[src/rtl/flag_cond_unit_if.sv]
// Shared definitions and port bundle for flag_cond_unit.
// Contents: condition-code encodings, the FLAGS_t flag word, and the
// flag-write / resolve-request / result bundle.
//
// Handshake contract:
//   - Request side: a request transfers on a CLK edge where req_valid and
//     req_ready are both high. While req_valid is high, the request fields
//     stay stable until that transfer.
//   - Result side: a result transfers on an edge where res_valid and
//     res_ready are both high. While res_valid is high, all res_* stay
//     stable until that transfer.
`ifndef FLAG_COND_DEFS
`define FLAG_COND_DEFS
`define COND_WIRENUM 4
`define COND_NOP 4'd0
`define COND_E   4'd1
`define COND_NE  4'd2
`define COND_A   4'd3
`define COND_B   4'd4
`define COND_AE  4'd5
`define COND_BE  4'd6
`define COND_G   4'd7
`define COND_L   4'd8
`define COND_GE  4'd9
`define COND_LE  4'd10
`define COND_S   4'd11
`define COND_NS  4'd12
`define COND_O   4'd13
`define COND_NO  4'd14
`endif

package flag_cond_pkg;
  typedef struct packed {
    logic zf;
    logic cf;
    logic sf;
    logic of;
  } FLAGS_t;
endpackage

interface flag_cond_unit_if #(
  parameter int NUM_FSETS = 4,
  parameter int FS_IDX_W  = (NUM_FSETS > 1) ? $clog2(NUM_FSETS) : 1,
  parameter int PC_W      = 32
);
  import flag_cond_pkg::*;

  logic                     flags_wr;
  logic [FS_IDX_W-1:0]      flags_wr_idx;
  FLAGS_t                   flags_in;
  logic                     req_valid;
  logic                     req_ready;
  logic                     req_jump;
  logic                     req_branch;
  logic [`COND_WIRENUM-1:0] req_cond;
  logic [FS_IDX_W-1:0]      req_fidx;
  FLAGS_t                   req_flags;
  logic [PC_W-1:0]          req_pc;
  logic [PC_W-1:0]          req_target;
  logic                     res_valid;
  logic                     res_ready;
  logic                     res_taken;
  logic [PC_W-1:0]          res_target;
  logic                     res_mispredict;
  logic                     pred_taken;

  // Decode/ALU/PC-control side.
  modport master (
    output flags_wr, flags_wr_idx, flags_in,
    output req_valid, req_jump, req_branch, req_cond, req_fidx, req_flags,
    output req_pc, req_target, res_ready,
    input  req_ready, res_valid, res_taken, res_target, res_mispredict,
    input  pred_taken
  );

  // The flag/condition unit itself.
  modport slave (
    input  flags_wr, flags_wr_idx, flags_in,
    input  req_valid, req_jump, req_branch, req_cond, req_fidx, req_flags,
    input  req_pc, req_target, res_ready,
    output req_ready, res_valid, res_taken, res_target, res_mispredict,
    output pred_taken
  );
endinterface

[src/rtl/flag_cond_unit.sv]
// flag_cond_unit: multi-set flag file plus a condition resolver with a
// one-entry registered valid/ready output stage.
// - Jumps evaluate a stored flag set. A same-cycle write to that set
//   bypasses into the read.
// - Fused compare-branches evaluate the live req_flags.
// Optional macro FLAG_BHT_EN adds a table of 2-bit saturating counters
// indexed by req_pc. Without it, prediction is static not-taken.
module flag_cond_unit
  import flag_cond_pkg::*;
#(
  parameter int NUM_FSETS = 4,
  parameter int FS_IDX_W  = (NUM_FSETS > 1) ? $clog2(NUM_FSETS) : 1,
  parameter int PC_W      = 32,
  parameter int BHT_DEPTH = 16
) (
  input logic              CLK,
  input logic              rst_n,
  flag_cond_unit_if.slave  fc
);

  localparam int BHT_IDX_W = $clog2(BHT_DEPTH);
  localparam logic [FS_IDX_W:0] NSETS = (FS_IDX_W + 1)'(NUM_FSETS);

  FLAGS_t          flag_set [NUM_FSETS];
  FLAGS_t          jump_flags;
  FLAGS_t          sel_flags;
  logic            mode_ok;
  logic            cond_true;
  logic            taken;
  logic            pred;
  logic            mispredict;
  logic            accept;
  logic            wr_in_range;
  logic            rd_in_range;
  logic            res_valid_q;
  logic            res_taken_q;
  logic [PC_W-1:0] res_target_q;
  logic            res_mispredict_q;

  // Evaluates condition code c against flag word f; undefined codes are false.
  function automatic logic cond_eval(input logic [`COND_WIRENUM-1:0] c,
                                     input FLAGS_t f);
    logic r;
    r = 1'b0;
    case (c)
      `COND_NOP: r = 1'b1;
      `COND_E:   r = f.zf;
      `COND_NE:  r = ~f.zf;
      `COND_A:   r = ~f.cf & ~f.zf;
      `COND_B:   r = f.cf;
      `COND_AE:  r = ~f.cf;
      `COND_BE:  r = f.cf | f.zf;
      `COND_G:   r = (f.sf == f.of) & ~f.zf;
      `COND_L:   r = (f.sf != f.of);
      `COND_GE:  r = (f.sf == f.of);
      `COND_LE:  r = (f.sf != f.of) | f.zf;
      `COND_S:   r = f.sf;
      `COND_NS:  r = ~f.sf;
      `COND_O:   r = f.of;
      `COND_NO:  r = ~f.of;
      default:   r = 1'b0;
    endcase
    return r;
  endfunction

  assign wr_in_range  = ({1'b0, fc.flags_wr_idx} < NSETS);
  assign rd_in_range  = ({1'b0, fc.req_fidx} < NSETS);
  assign accept       = fc.req_valid & fc.req_ready;
  assign fc.req_ready = ~res_valid_q | fc.res_ready;

  // Flag file: the ALU writes are never blocked by jumps or branches.
  always_ff @(posedge CLK or negedge rst_n) begin
    if (!rst_n) begin
      for (int i = 0; i < NUM_FSETS; i++) flag_set[i] <= '0;
    end else if (fc.flags_wr && wr_in_range) begin
      flag_set[fc.flags_wr_idx] <= fc.flags_in;
    end
  end

  // Jump read port with same-cycle write bypass.
  always_comb begin
    jump_flags = '0;
    if (fc.flags_wr && wr_in_range && (fc.flags_wr_idx == fc.req_fidx))
      jump_flags = fc.flags_in;
    else if (rd_in_range)
      jump_flags = flag_set[fc.req_fidx];
  end

  // Mode select: jump uses stored flags, branch uses live flags, others never take.
  always_comb begin
    sel_flags = '0;
    mode_ok   = 1'b0;
    case ({fc.req_jump, fc.req_branch})
      2'b10: begin
        sel_flags = jump_flags;
        mode_ok   = 1'b1;
      end
      2'b01: begin
        sel_flags = fc.req_flags;
        mode_ok   = 1'b1;
      end
      default: begin
        sel_flags = '0;
        mode_ok   = 1'b0;
      end
    endcase
  end

  assign cond_true = cond_eval(fc.req_cond, sel_flags);
  assign taken     = mode_ok & cond_true;

`ifdef FLAG_BHT_EN
  logic [1:0]           bht [BHT_DEPTH];
  logic [BHT_IDX_W-1:0] bht_idx;
  logic                 unused_pc_bits;

  assign bht_idx        = fc.req_pc[BHT_IDX_W+1:2];
  assign pred           = bht[bht_idx][1];
  assign mispredict     = (pred != taken);
  assign unused_pc_bits = ^{fc.req_pc[PC_W-1:BHT_IDX_W+2], fc.req_pc[1:0]};

  // Saturating counter training on every accepted jump or branch.
  always_ff @(posedge CLK or negedge rst_n) begin
    if (!rst_n) begin
      for (int i = 0; i < BHT_DEPTH; i++) bht[i] <= 2'b01;
    end else if (accept && (fc.req_jump ^ fc.req_branch)) begin
      if (taken) begin
        if (bht[bht_idx] != 2'b11) bht[bht_idx] <= bht[bht_idx] + 2'd1;
      end else begin
        if (bht[bht_idx] != 2'b00) bht[bht_idx] <= bht[bht_idx] - 2'd1;
      end
    end
  end
`else
  logic unused_pc_bits;

  assign pred           = 1'b0;
  assign mispredict     = taken;
  assign unused_pc_bits = ^fc.req_pc ^ BHT_IDX_W[0];
`endif

  assign fc.pred_taken = pred;

  // Output stage: load on accept, drain (and clear taken) when consumed.
  always_ff @(posedge CLK or negedge rst_n) begin
    if (!rst_n) begin
      res_valid_q      <= 1'b0;
      res_taken_q      <= 1'b0;
      res_target_q     <= '0;
      res_mispredict_q <= 1'b0;
    end else if (accept) begin
      res_valid_q      <= 1'b1;
      res_taken_q      <= taken;
      res_target_q     <= fc.req_target;
      res_mispredict_q <= mispredict;
    end else if (fc.res_ready) begin
      res_valid_q <= 1'b0;
      res_taken_q <= 1'b0;
    end
  end

  assign fc.res_valid      = res_valid_q;
  assign fc.res_taken      = res_taken_q;
  assign fc.res_target     = res_target_q;
  assign fc.res_mispredict = res_mispredict_q;

endmodule

[src/flat_wrapper.sv]
// flat-port wrapper written by rule: the top's interface ports become plain ports
module flag_cond_unit_flat import flag_cond_pkg::*;
#(
  parameter int NUM_FSETS = 4,
  parameter int FS_IDX_W  = (NUM_FSETS > 1) ? $clog2(NUM_FSETS) : 1,
  parameter int PC_W      = 32,
  parameter int BHT_DEPTH = 16
)
  (CLK, rst_n, fc_flags_wr, fc_flags_wr_idx, fc_flags_in, fc_req_valid, fc_req_jump, fc_req_branch, fc_req_cond, fc_req_fidx, fc_req_flags, fc_req_pc, fc_req_target, fc_res_ready, fc_req_ready, fc_res_valid, fc_res_taken, fc_res_target, fc_res_mispredict, fc_pred_taken);
  flag_cond_unit_if #(.NUM_FSETS(NUM_FSETS), .FS_IDX_W(FS_IDX_W), .PC_W(PC_W)) fc_i ();
  input logic CLK;
  input logic rst_n;
  input wire logic [$bits(fc_i.flags_wr)-1:0] fc_flags_wr;
  input wire logic [$bits(fc_i.flags_wr_idx)-1:0] fc_flags_wr_idx;
  input wire logic [$bits(fc_i.flags_in)-1:0] fc_flags_in;
  input wire logic [$bits(fc_i.req_valid)-1:0] fc_req_valid;
  input wire logic [$bits(fc_i.req_jump)-1:0] fc_req_jump;
  input wire logic [$bits(fc_i.req_branch)-1:0] fc_req_branch;
  input wire logic [$bits(fc_i.req_cond)-1:0] fc_req_cond;
  input wire logic [$bits(fc_i.req_fidx)-1:0] fc_req_fidx;
  input wire logic [$bits(fc_i.req_flags)-1:0] fc_req_flags;
  input wire logic [$bits(fc_i.req_pc)-1:0] fc_req_pc;
  input wire logic [$bits(fc_i.req_target)-1:0] fc_req_target;
  input wire logic [$bits(fc_i.res_ready)-1:0] fc_res_ready;
  output wire logic [$bits(fc_i.req_ready)-1:0] fc_req_ready;
  output wire logic [$bits(fc_i.res_valid)-1:0] fc_res_valid;
  output wire logic [$bits(fc_i.res_taken)-1:0] fc_res_taken;
  output wire logic [$bits(fc_i.res_target)-1:0] fc_res_target;
  output wire logic [$bits(fc_i.res_mispredict)-1:0] fc_res_mispredict;
  output wire logic [$bits(fc_i.pred_taken)-1:0] fc_pred_taken;
  assign fc_i.flags_wr = fc_flags_wr;
  assign fc_i.flags_wr_idx = fc_flags_wr_idx;
  assign fc_i.flags_in = fc_flags_in;
  assign fc_i.req_valid = fc_req_valid;
  assign fc_i.req_jump = fc_req_jump;
  assign fc_i.req_branch = fc_req_branch;
  assign fc_i.req_cond = fc_req_cond;
  assign fc_i.req_fidx = fc_req_fidx;
  assign fc_i.req_flags = fc_req_flags;
  assign fc_i.req_pc = fc_req_pc;
  assign fc_i.req_target = fc_req_target;
  assign fc_i.res_ready = fc_res_ready;
  assign fc_req_ready = fc_i.req_ready;
  assign fc_res_valid = fc_i.res_valid;
  assign fc_res_taken = fc_i.res_taken;
  assign fc_res_target = fc_i.res_target;
  assign fc_res_mispredict = fc_i.res_mispredict;
  assign fc_pred_taken = fc_i.pred_taken;
  flag_cond_unit #(.NUM_FSETS(NUM_FSETS), .FS_IDX_W(FS_IDX_W), .PC_W(PC_W), .BHT_DEPTH(BHT_DEPTH)) u_core (.CLK(CLK), .rst_n(rst_n), .fc(fc_i));
endmodule
[config.mk]
export PLATFORM = sky130hd
export DESIGN_NAME = flag_cond_unit_flat
export DESIGN_NICKNAME = d
export VERILOG_FILES = /design/src/rtl/flag_cond_unit_if.sv /design/src/rtl/flag_cond_unit.sv /design/src/flat_wrapper.sv
export SDC_FILE = /design/constraint.sdc
export NUM_CORES = 1
export LEC_CHECK = 0
export BUFFER_PORTS_ARGS = -buffer_cell sky130_fd_sc_hd__buf_4
export CAP_MARGIN = 20
export CORE_UTILIZATION = 30
export CTS_CLUSTER_DIAMETER = 80
export DETAILED_ROUTE_END_ITERATION = 10
export GPL_ROUTABILITY_DRIVEN = 0
export SYNTH_ARGS = -nofsm -noshare
export SYNTH_HDL_FRONTEND = slang
export SYNTH_SLANG_ARGS = --single-unit
export TNS_END_PERCENT = 20
[constraint.sdc]
create_clock -name CLK -period 3 [get_ports CLK]
set_clock_uncertainty 0.05 [all_clocks]
set_input_delay 0.3 -clock CLK [delete_from_list [all_inputs] [get_ports CLK]]
set_output_delay 0.3 -clock CLK [all_outputs]
set_load 0.02 [all_outputs]
==> results.ini, run 1 <==
[synth]
synth_ff_type=dfrtp_1
ys.warnings.count=0
syn_inst=181
synth.top_cell.area_share_pct=52.6
ys_seq_area_share_pct=52.6
synth_area_leaders=dfrtp_1 (53%), mux2_2 (22%), mux4_2 (3.7%), nand2_1 (1.7%), nand3b_1 (1.5%)
ys_ff_latch=51
async_flop_share_pct=100
synth_edf_count=0
yosys-top-cells-count=dfrtp_1 (51), mux2_2 (48), nand2_1 (11), nor2_1 (6)
syn-num-nets=270
syn_avg_cell_area_um2=13.4
synthMostInstantiatedCell=dfrtp_1
synthesis.area_mm2=0.00242
ys_types=40
yosys.area.top_type=dfrtp_1

[run_status]
status=finished with violations
violations=negative hold slack

[die]
die_h_um=91.9
io_pins=124
die_area_mm2=0.00845
core_area_mm2=0.00777
num_rows=32
initial_core_util_pct=31.2
die_w_um=91.9

[power]
p_leak_nw=1.49
peakVddDrop_mv=0.317
power_density_mw_per_mm2=536

[place]
port-buffer-count=90
dp_hpwl_um=3800

[grt]
antenna_found_initial=0
grt.total_usage_pct=12.9
grt_pass1_wl_um=8680
grt_pass1_vias=1908
grt_max_degree=52
overflow=0

[cts]
cts_root_buffer=clkbuf_8
htree_levels=2
clock_path_buffers=2
worstSkewPairLatency_ns=0.29
clock_sinks=51
cts_buffers=5
cts_tree=yes
postCtsSetupRepairBufs=0
holdBufCountCts=0
post_cts_resize_count=0
cts.clk_slew.worst_paths_ns=0.09

[critical_path]
critPathKind=reg2reg
slowest_delay_ns=0.48
cp_slowest_cell=or4_1
startpoint_type=flip-flop
arrival_ns=2.40
reg2reg_slack_ns=0.77
cp.required_ns=3.17
critical_path.max_fanout=3
end_kind=flip-flop
path_cells=mux4_2, o311ai_1, o211ai_2, xnor2_1, or4_1, o311a_1, a21oi_1

[final_layout]
fin_util_pct=42.4
area_delta_synth_final_pct=36.0
drive_gt1_share_pct=57.1
diodes=0
fin_nets=361
fillers=749

[drt]
drt_iter0_markers=53
firstDrtPassIters=4
avgViaCountPerCell=4.77
drt_wl_total_um=5120
drc=0
routed-via-count=1789
ant_nets=0
wl_per_cell_um=13.7

[timing]
max_freq_ghz=0.449
rsz0062_at_grt=false
finalHoldViolCount=35
slew_headroom_pct=54.3
tightest_slew_ns=0.680
setup_violations=0
report.final.slew_viol_count=0
period_needed_ns=2.23
tns_ns=0
holdWs_ns=-0.0142
fin_crit_sh_pct=74.3

[job]
maxCapViolCount=0

[min_path]
min_path_type=in2async

-- cells in the final DEF, fill, tap and decap left out, types with 2 or more instances in the layout --
cell type  instances
buf_4             91
dfrtp_1           51
mux2_2            48
nand2_1           11
clkbuf_8           7
nor2_1             6
inv_1              5
nand3b_1           5
mux4_2             4
nand2b_1           4
a21oi_1            4
o311ai_1           3
nor3_1             3
xor2_2             2
o211ai_1           2
mux2i_1            2
a31oi_1            2
ha_1               2
-- path summary, 6_finish.rpt --
path                                     from                      end  cells past startpoint
max in group asynchronous               rst_n       u_core.flag_set[5]                      1
min                                     rst_n  u_core.fc.res_target[5]                      1
max                        u_core.flag_set[0]      u_core.fc.res_taken                      7
min reg2reg                u_core.flag_set[7]       u_core.flag_set[7]                      1
max reg2reg                u_core.flag_set[0]      u_core.fc.res_taken                      7
min in group CLK                 fc_req_valid      u_core.fc.res_valid                      2
-- worst max-delay path: cells and delay by family (launching register included) --
family          cells  cell delay (ns)
flops               1             0.39
mux                 1             0.47
simple gates        1             0.48
compound gates      4             0.58
xor+xnor            1             0.18
-- cell type report --
type	count	area (um^2)	share of cell area, %
multi-input combinational	118	1090	33.1
sequential	51	1280	38.7
tap	102	128	3.87
inverter	5	18.8	0.569
timing repair buffer	91	683	20.7
clock buffer	8	100	3.04
-- routing by layer --
layer / vias to the layer above / global-route usage, % / wire length [um]
li1: 841 / - / -
met1: 884 / 15.3 / 2260
met2: 59 / 22.5 / 2480
met3: 5 / 3.98 / 332
met4: 0 / 3.26 / 53
met5: - / 0 / 0
-- registers in the layout (all words and copies together), names as in the netlist --
signal,flops
u_core.fc.res_mispredict,1
u_core.fc.res_taken,1
u_core.fc.res_target,32
u_core.fc.res_valid,1
u_core.flag_set,16
-- metrics by stage --
| step | hold slack [ns] | setup slack, ns | area [um^2] | instances | power, mW |
|---|---|---|---|---|---|
| global route | 0.0431 | 0.642 | 3300 | 375 | 1.87 |
| finish | -0.0142 | 0.770 | 3300 | 375 | 1.77 |
| floorplan | -0.0456 | 0.849 | 2420 | 181 | 1.14 |
| detailed placement | 0.336 | 0.607 | 3200 | 367 | 1.37 |
| CTS | 0.00436 | 0.767 | 3300 | 375 | 1.80 |
| global placement | 0.331 | 0.662 | 3200 | 367 | 1.35 |
-- cell families after synthesis --
logic type	Yosys count	share of synthesized area [%]
multiplexers	54	26.8
flip-flops	51	52.6
AND/OR/NAND/NOR	36	8.20
AO/OA/AOI/OAI	21	6.71
buffers and inverters	12	2.37
XOR/XNOR	4	2.06
adder cells (fa/ha/maj)	2	1.03
other	1	0.155
-- report_power, final --
| part | internal, mW | switching [mW] | leakage, nW | total [mW] |
|---|---|---|---|---|
| clock | 0.211 | 0.211 | 0.0515 | 0.422 |
| combinational | 0.264 | 0.234 | 0.839 | 0.498 |
| sequential | 0.795 | 0.0522 | 0.601 | 0.848 |
| total | 1.27 | 0.497 | 1.49 | 1.77 |
No activity file was read; power rests on OpenSTA's default activity.
==> inputs of run 2 (changes only) <==
Settings changed: ABC_AREA from default to 1.
Clock period 3 ns to 1.89 ns, I/O delays scaled along.
==> results.ini, run 2 <==
[cts]
htree_levels=2  ; unchanged
postCtsSetupRepairBufs=0  ; unchanged
worstSkewPairLatency_ns=0.30  ; was 0.29 ns
cts_buffers=5  ; unchanged
cts.clk_slew.worst_paths_ns=0.09  ; about the same
cts_tree=yes  ; unchanged
cts_root_buffer=clkbuf_8  ; unchanged
clock_sinks=51  ; unchanged
clock_path_buffers=2  ; unchanged

[final_layout]
final-instance-count-excl-fill=472  ; was 375
largest_reg_flops=32  ; unchanged
fin_util_pct=41.8  ; was 42.4%
fillers=838  ; was 749
area_delta_synth_final_pct=35.6  ; was 36.0%
final_common_cell=buf_4  ; unchanged
final_cell_mix=buf_4 (90), nand2_1 (72), dfrtp_1 (51)  ; was buf_4 (91), dfrtp_1 (51), mux2_2 (48)
fin_nets=455  ; was 361
drive_gt1_share_pct=41.1  ; was 57.1%
diodes=0  ; unchanged

[drt]
wl_per_cell_um=12.0  ; was 13.7 um
drc=0  ; unchanged
avgViaCountPerCell=4.51  ; was 4.77
drt_wl_total_um=5660  ; was 5120 um
drt_iter0_markers=74  ; was 53
firstDrtPassIters=4  ; unchanged
ant_nets=0  ; unchanged
routed-via-count=2130  ; was 1,789

[critical_path]
slowest_delay_ns=0.39  ; was 0.48 ns
startpoint_type=flip-flop  ; unchanged
r2r_cells=14  ; was 7
path_cells=nand2_1, nand3_1, nand2_1, nand2_1, nand3_2, nand2_4, inv_1, nand3_2, nand2_2, nand2_1, a21oi_2, nand3_1, nand2_1, nand2_1  ; was mux4_2, o311ai_1, o211ai_2, xnor2_1, or4_1, o311a_1, a21oi_1
cp_num_buf_inv=1  ; was 0
rr_startpoint=u_core.flag_set[1]  ; was u_core.flag_set[0]
end_kind=flip-flop  ; unchanged
critPathKind=reg2reg  ; unchanged
reg2reg_slack_ns=0.29  ; was 0.77 ns
cp_slowest_cell=dfrtp_1  ; was or4_1
arrival_ns=1.75  ; was 2.40 ns
critPathMostFrequentCell=nand2_1
critical_path.max_fanout=4  ; was 3
path_depth=14  ; was 7
cp.required_ns=2.04  ; was 3.17 ns
crit_start=u_core.flag_set[1]  ; was u_core.flag_set[0]
cp_top_family=simple AND/OR/NAND/NOR gates  ; was compound AO/OA/AOI/OAI gates
crit_end=u_core.fc.res_taken  ; unchanged
r2r-end=u_core.fc.res_taken  ; unchanged

[timing]
finalHoldViolCount=0  ; was 35
setup_ws_ns=0.288  ; was 0.770 ns
report.final.slew_viol_count=0  ; unchanged
fin_crit_sh_pct=84.8  ; was 74.3%
tns_ns=0  ; unchanged
tightest_slew_ns=0.657  ; was 0.680 ns
period_needed_ns=1.60  ; was 2.23 ns
max_freq_ghz=0.624  ; was 0.449 GHz
slew_headroom_pct=56.2  ; was 54.3%
rsz0062_at_grt=false  ; unchanged
holdWs_ns=0.0663  ; was -0.0142 ns
setup_violations=0  ; unchanged

[synth]
synth_edf_count=0  ; unchanged
ys_ff_latch=51  ; unchanged
yosys-top-cells-count=nand2_1 (72), dfrtp_1 (51), mux2_2 (32), nand3_1 (25)  ; was dfrtp_1 (51), mux2_2 (48), nand2_1 (11), nor2_1 (6)
syn-num-nets=362  ; was 270
ys_types=24  ; was 40
synth_area_leaders=dfrtp_1 (50%), mux2_2 (14%), nand2_1 (11%), nand3_1 (4.9%), o21ai_0 (3.8%)  ; was dfrtp_1 (53%), mux2_2 (22%), mux4_2 (3.7%), nand2_1 (1.7%), nand3b_1 (1.5%)
synth_ff_type=dfrtp_1  ; unchanged
synthesis.area_mm2=0.00253  ; was 0.00242 mm^2
ys.warnings.count=0  ; unchanged
async_flop_share_pct=100  ; unchanged
ys_seq_area_share_pct=50.3  ; was 52.6%
syn_inst=273  ; was 181
synth.top_cell.area_share_pct=50.3  ; was 52.6%
syn_avg_cell_area_um2=9.29  ; was 13.4 um^2
yosys.area.top_type=dfrtp_1  ; unchanged
synthMostInstantiatedCell=nand2_1  ; was dfrtp_1

[power]
p_leak_nw=1.72  ; was 1.49 nW
peakVddDrop_mv=0.472  ; was 0.317 mV
power_density_mw_per_mm2=846  ; was 536 mW/mm^2

[die]
initial_core_util_pct=30.9  ; was 31.2%
io_pins=124  ; unchanged
die_h_um=93.9  ; was 91.9 um
die_w_um=93.9  ; was 91.9 um
core_area_mm2=0.00822  ; was 0.00777 mm^2
num_rows=33  ; was 32
die_area_mm2=0.00882  ; was 0.00845 mm^2

[grt]
overflow=0  ; unchanged
grt_max_degree=52  ; unchanged
grt_pass1_vias=2140  ; was 1,908
antenna_found_initial=0  ; unchanged
grt.total_usage_pct=13.7  ; was 12.9%
grt_pass1_wl_um=9580  ; was 8680 um

[job]
maxCapViolCount=0  ; unchanged

[place]
dpl_worst_slack_ns=0.0629  ; was 0.607 ns
port-buffer-count=90  ; unchanged
dp_cells=463  ; was 367
dp_hpwl_um=4230  ; was 3800 um

[min_path]
whs_path_depth=2
min_path_type=in2reg  ; was in2async

[run_status]
status=complete, no violations  ; was finished with violations

[run 2: stage by stage]
stage          instance area, um^2  power (mW)
3_3_place_gp                  3310        2.17
3_5_place_dp                  3310        2.18
5_1_grt                       3440        3.10
4_1_cts                       3440        2.96
6_report                      3440        2.91
2_1_floorplan                 2530        1.81
[run 2: worst min path at each step]
stage	start	to	slack (ns)
detailed placement	rst_n	u_core.fc.res_target[11]	0.21
finish	fc_req_target[27]	u_core.fc.res_target[27]	0.07
global route	fc_req_target[22]	u_core.fc.res_target[22]	0.04
floorplan	rst_n	u_core.fc.res_mispredict	-0.16
CTS	fc_req_target[29]	u_core.fc.res_target[29]	0.05
global placement	rst_n	u_core.fc.res_target[11]	0.21
[run 2: report_power, final]
group | leakage, nW | internal, mW | switching, mW
registers | 0.612 | 1.26 | 0.0865
clock network | 0.0581 | 0.395 | 0.360
logic | 1.05 | 0.387 | 0.423
[run 2: cell families after synthesis]
family	share of synthesized area, %
DFF	50.3
other	0.148
buffers and inverters	5.43
and+or+nand+nor	23.7
adders and majority gates	0.987
muxes	14.2
AOI/OAI and AO/OA	5.13
[run 2: timing repair]
action,in CTS,in global routing
endpoints found under the hold margin,51,0
gates resized for setup,0,0
hold buffers,1,0
[run 2: metal layers]
| layer | track usage, % | vias to the layer above | wire length (um) |
|---|---|---|---|
| met2 | 21.3 | 78 | 2500 |
| met5 | 0 | - | 0 |
| met4 | 4.62 | 0 | 57 |
| met1 | 17.6 | 980 | 2600 |
| li1 | - | 1067 | - |
| met3 | 5.02 | 5 | 489 |
[run 2: area by class of cell]
type	instances	area (um^2)	area share (%)
Multi-Input combinational cell	192	1120	32.6
Timing Repair Buffer	92	706	20.5
Clock inverter	3	43.8	1.27
Tap cell	105	131	3.82
Clock buffer	5	68.8	2.00
Inverter	24	90.1	2.62
Sequential cell	51	1280	37.1
==> inputs of run 3 (changes only) <==
Settings changed: ABC_AREA 1 to 0.
Clock period 1.89 ns to 1.5 ns, I/O delays scaled along.
==> results.ini, run 3 (synthesis gave the netlist of run 1 again) <==
[run_status]
status=finished with violations  ; was complete, no violations
violations=negative setup slack

[power]
peakVddDrop_mv=0.472  ; about the same
p_leak_nw=1.58  ; was 1.72 nW
power_density_mw_per_mm2=1030  ; was 846 mW/mm^2
total_power_mw=3.58  ; was 2.91 mW

[critical_path]
rr_startpoint=u_core.flag_set[3]  ; was u_core.flag_set[1]
crit_start=u_core.flag_set[3]  ; was u_core.flag_set[1]
end_kind=flip-flop  ; unchanged
critPathKind=reg2reg  ; unchanged
r2r-end=u_core.fc.res_taken  ; unchanged
reg2reg_slack_ns=-0.65  ; was 0.29 ns
critical_path.max_fanout=4  ; unchanged
cp.required_ns=1.68  ; was 2.04 ns
arrival_ns=2.34  ; was 1.75 ns
startpoint_type=flip-flop  ; unchanged
r2r_cells=7  ; was 14

[final_layout]
largest_reg_flops=32  ; unchanged
final_common_cell=buf_4  ; unchanged
drive_gt1_share_pct=60.7  ; was 41.1%
fillers=761  ; was 838
area_delta_synth_final_pct=43.1  ; was 35.6%
fin_nets=378  ; was 455
diodes=0  ; unchanged
fin_util_pct=44.7  ; was 41.8%
final_cell_mix=buf_4 (105), dfrtp_1 (51), mux2_2 (48)  ; was buf_4 (90), nand2_1 (72), dfrtp_1 (51)

[drt]
drc=0  ; unchanged
drt_iter0_markers=76  ; was 74
ant_nets=0  ; unchanged
wl_per_cell_um=13.5  ; was 12.0 um
firstDrtPassIters=4  ; unchanged
drt_wl_total_um=5280  ; was 5660 um
routed-via-count=1849  ; was 2,130
avgViaCountPerCell=4.72  ; was 4.51

[timing]
max_freq_ghz=0.464  ; was 0.624 GHz
slew_headroom_pct=56.9  ; was 56.2%
holdWs_ns=0.0221  ; was 0.0663 ns
finalHoldViolCount=0  ; unchanged
fin_crit_sh_pct=144  ; was 84.8%
setup_ws_ns=-0.655  ; was 0.288 ns
period_needed_ns=2.15  ; was 1.60 ns
rsz0062_at_grt=true  ; was false
tightest_slew_ns=0.646  ; was 0.657 ns
report.final.slew_viol_count=0  ; unchanged
setup_violations=2  ; was 0

[cts]
cts_buffers=5  ; unchanged
worstSkewPairLatency_ns=0.30  ; about the same
htree_levels=2  ; unchanged
clock_path_buffers=2  ; unchanged
clock_sinks=51  ; unchanged
cts_root_buffer=clkbuf_8  ; unchanged
cts_tree=yes  ; unchanged
cts.clk_slew.worst_paths_ns=0.09  ; about the same

[grt]
grt_pass1_vias=1893  ; was 2,140
grt.total_usage_pct=13.0  ; was 13.7%
grt_util_met3_pct=3.90  ; was 5.02%
antenna_found_initial=0  ; unchanged
grt_max_degree=52  ; unchanged
grt_pass1_wl_um=8710  ; was 9580 um
grtUsageMet1_pct=15.7  ; was 17.6%
overflow=0  ; unchanged
top_usage_layer=met2  ; unchanged
grtUsageMet2_pct=21.8  ; was 21.3%

[min_path]
min_from=fc_req_target[24]  ; was fc_req_target[27]
min_path_type=in2reg  ; unchanged
whs_path_depth=2  ; unchanged
worstHoldEndpoint=u_core.fc.res_target[24]  ; was u_core.fc.res_target[27]

[die]
initial_core_util_pct=31.2  ; was 30.9%
core_area_mm2=0.00777  ; was 0.00822 mm^2
die_w_um=91.9  ; was 93.9 um
die_area_mm2=0.00845  ; was 0.00882 mm^2
die_h_um=91.9  ; was 93.9 um
num_rows=32  ; was 33
io_pins=124  ; unchanged

[place]
dp_hpwl_um=4010  ; was 4230 um
port-buffer-count=90  ; unchanged

[job]
maxCapViolCount=0  ; unchanged

[run 3: cell types whose count changed in the layout (fill, tap and decap cells not counted), sizes merged, moves of 4 or more]
cell	previous run	this run
buf	91	106
inv	24	5
mux2	32	48
mux4	0	4
nand2	79	11
nand2b	0	4
nand3	30	2
nand3b	0	5
nor2	23	6
o21ai	20	0
o311ai	0	4
[run 3: layout make-up]
type                       instances  area [um^2]  share of cell area (%)
tap                              102          128                    3.68
sequential                        51         1280                    36.8
clock inverter                     1         8.76                   0.252
inverter                           5         18.8                   0.541
clock buffer                       7         86.3                    2.49
timing repair buffer             108          828                    23.9
multi-input combinational        118         1120                    32.4
[run 3: critical path, stage by stage, from the launching register on]
cell	delay [ns]
dfrtp_1	0.38
mux4_2	0.46
o311ai_1	0.11
o211ai_1	0.26
or3_1	0.37
a32oi_1	0.22
a311oi_1	0.08
a21oi_1	0.15
[run 3: how the worst max path moves through the flow]
stage	to	slack, ns	cells past startpoint
CTS	u_core.fc.res_mispredict	-0.64	7
floorplan	u_core.fc.res_taken	-0.53	7
detailed placement	u_core.fc.res_mispredict	-0.69	7
finish	u_core.fc.res_taken	-0.65	7
global route	u_core.fc.res_mispredict	-0.77	7
global placement	u_core.fc.res_mispredict	-0.67	7
[run 3: routing by layer]
layer  vias to the layer above  part of all wire, %
met2                        58                   49
met5                         -                    0
met1                       907                   42
li1                        877                    -
met3                         7                  7.3
met4                         0                  1.1
[run 3: power breakdown]
part / internal [mW] / switching (mW)
Clock: 0.379 / 0.448
Sequential: 1.59 / 0.100
Combinational: 0.574 / 0.491
[run 3: timing repair]
| item | in CTS | in global routing |
|---|---|---|
| endpoints found under the hold margin | 52 | 0 |
| cloned | 0 | 0 |
| hold buffers | 2 | 0 |
| setup endpoints to repair | 2 | 2 |
| pin swaps | 5 | 6 |
| buffers inserted | 1 | 0 |
| resized for setup | 2 | 4 |
[run 3: stage by stage]
step / worst slack, ns / std cells / cell area (um^2) / setup TNS, ns
final: -0.655 / 392 / 3470 / -1.31
after global routing: -0.774 / 392 / 3470 / -1.53
after global placement: -0.667 / 381 / 3320 / -1.33
after CTS: -0.645 / 392 / 3460 / -1.26
after detailed placement: -0.687 / 381 / 3320 / -1.37
after floorplan: -0.535 / 181 / 2430 / -6.91
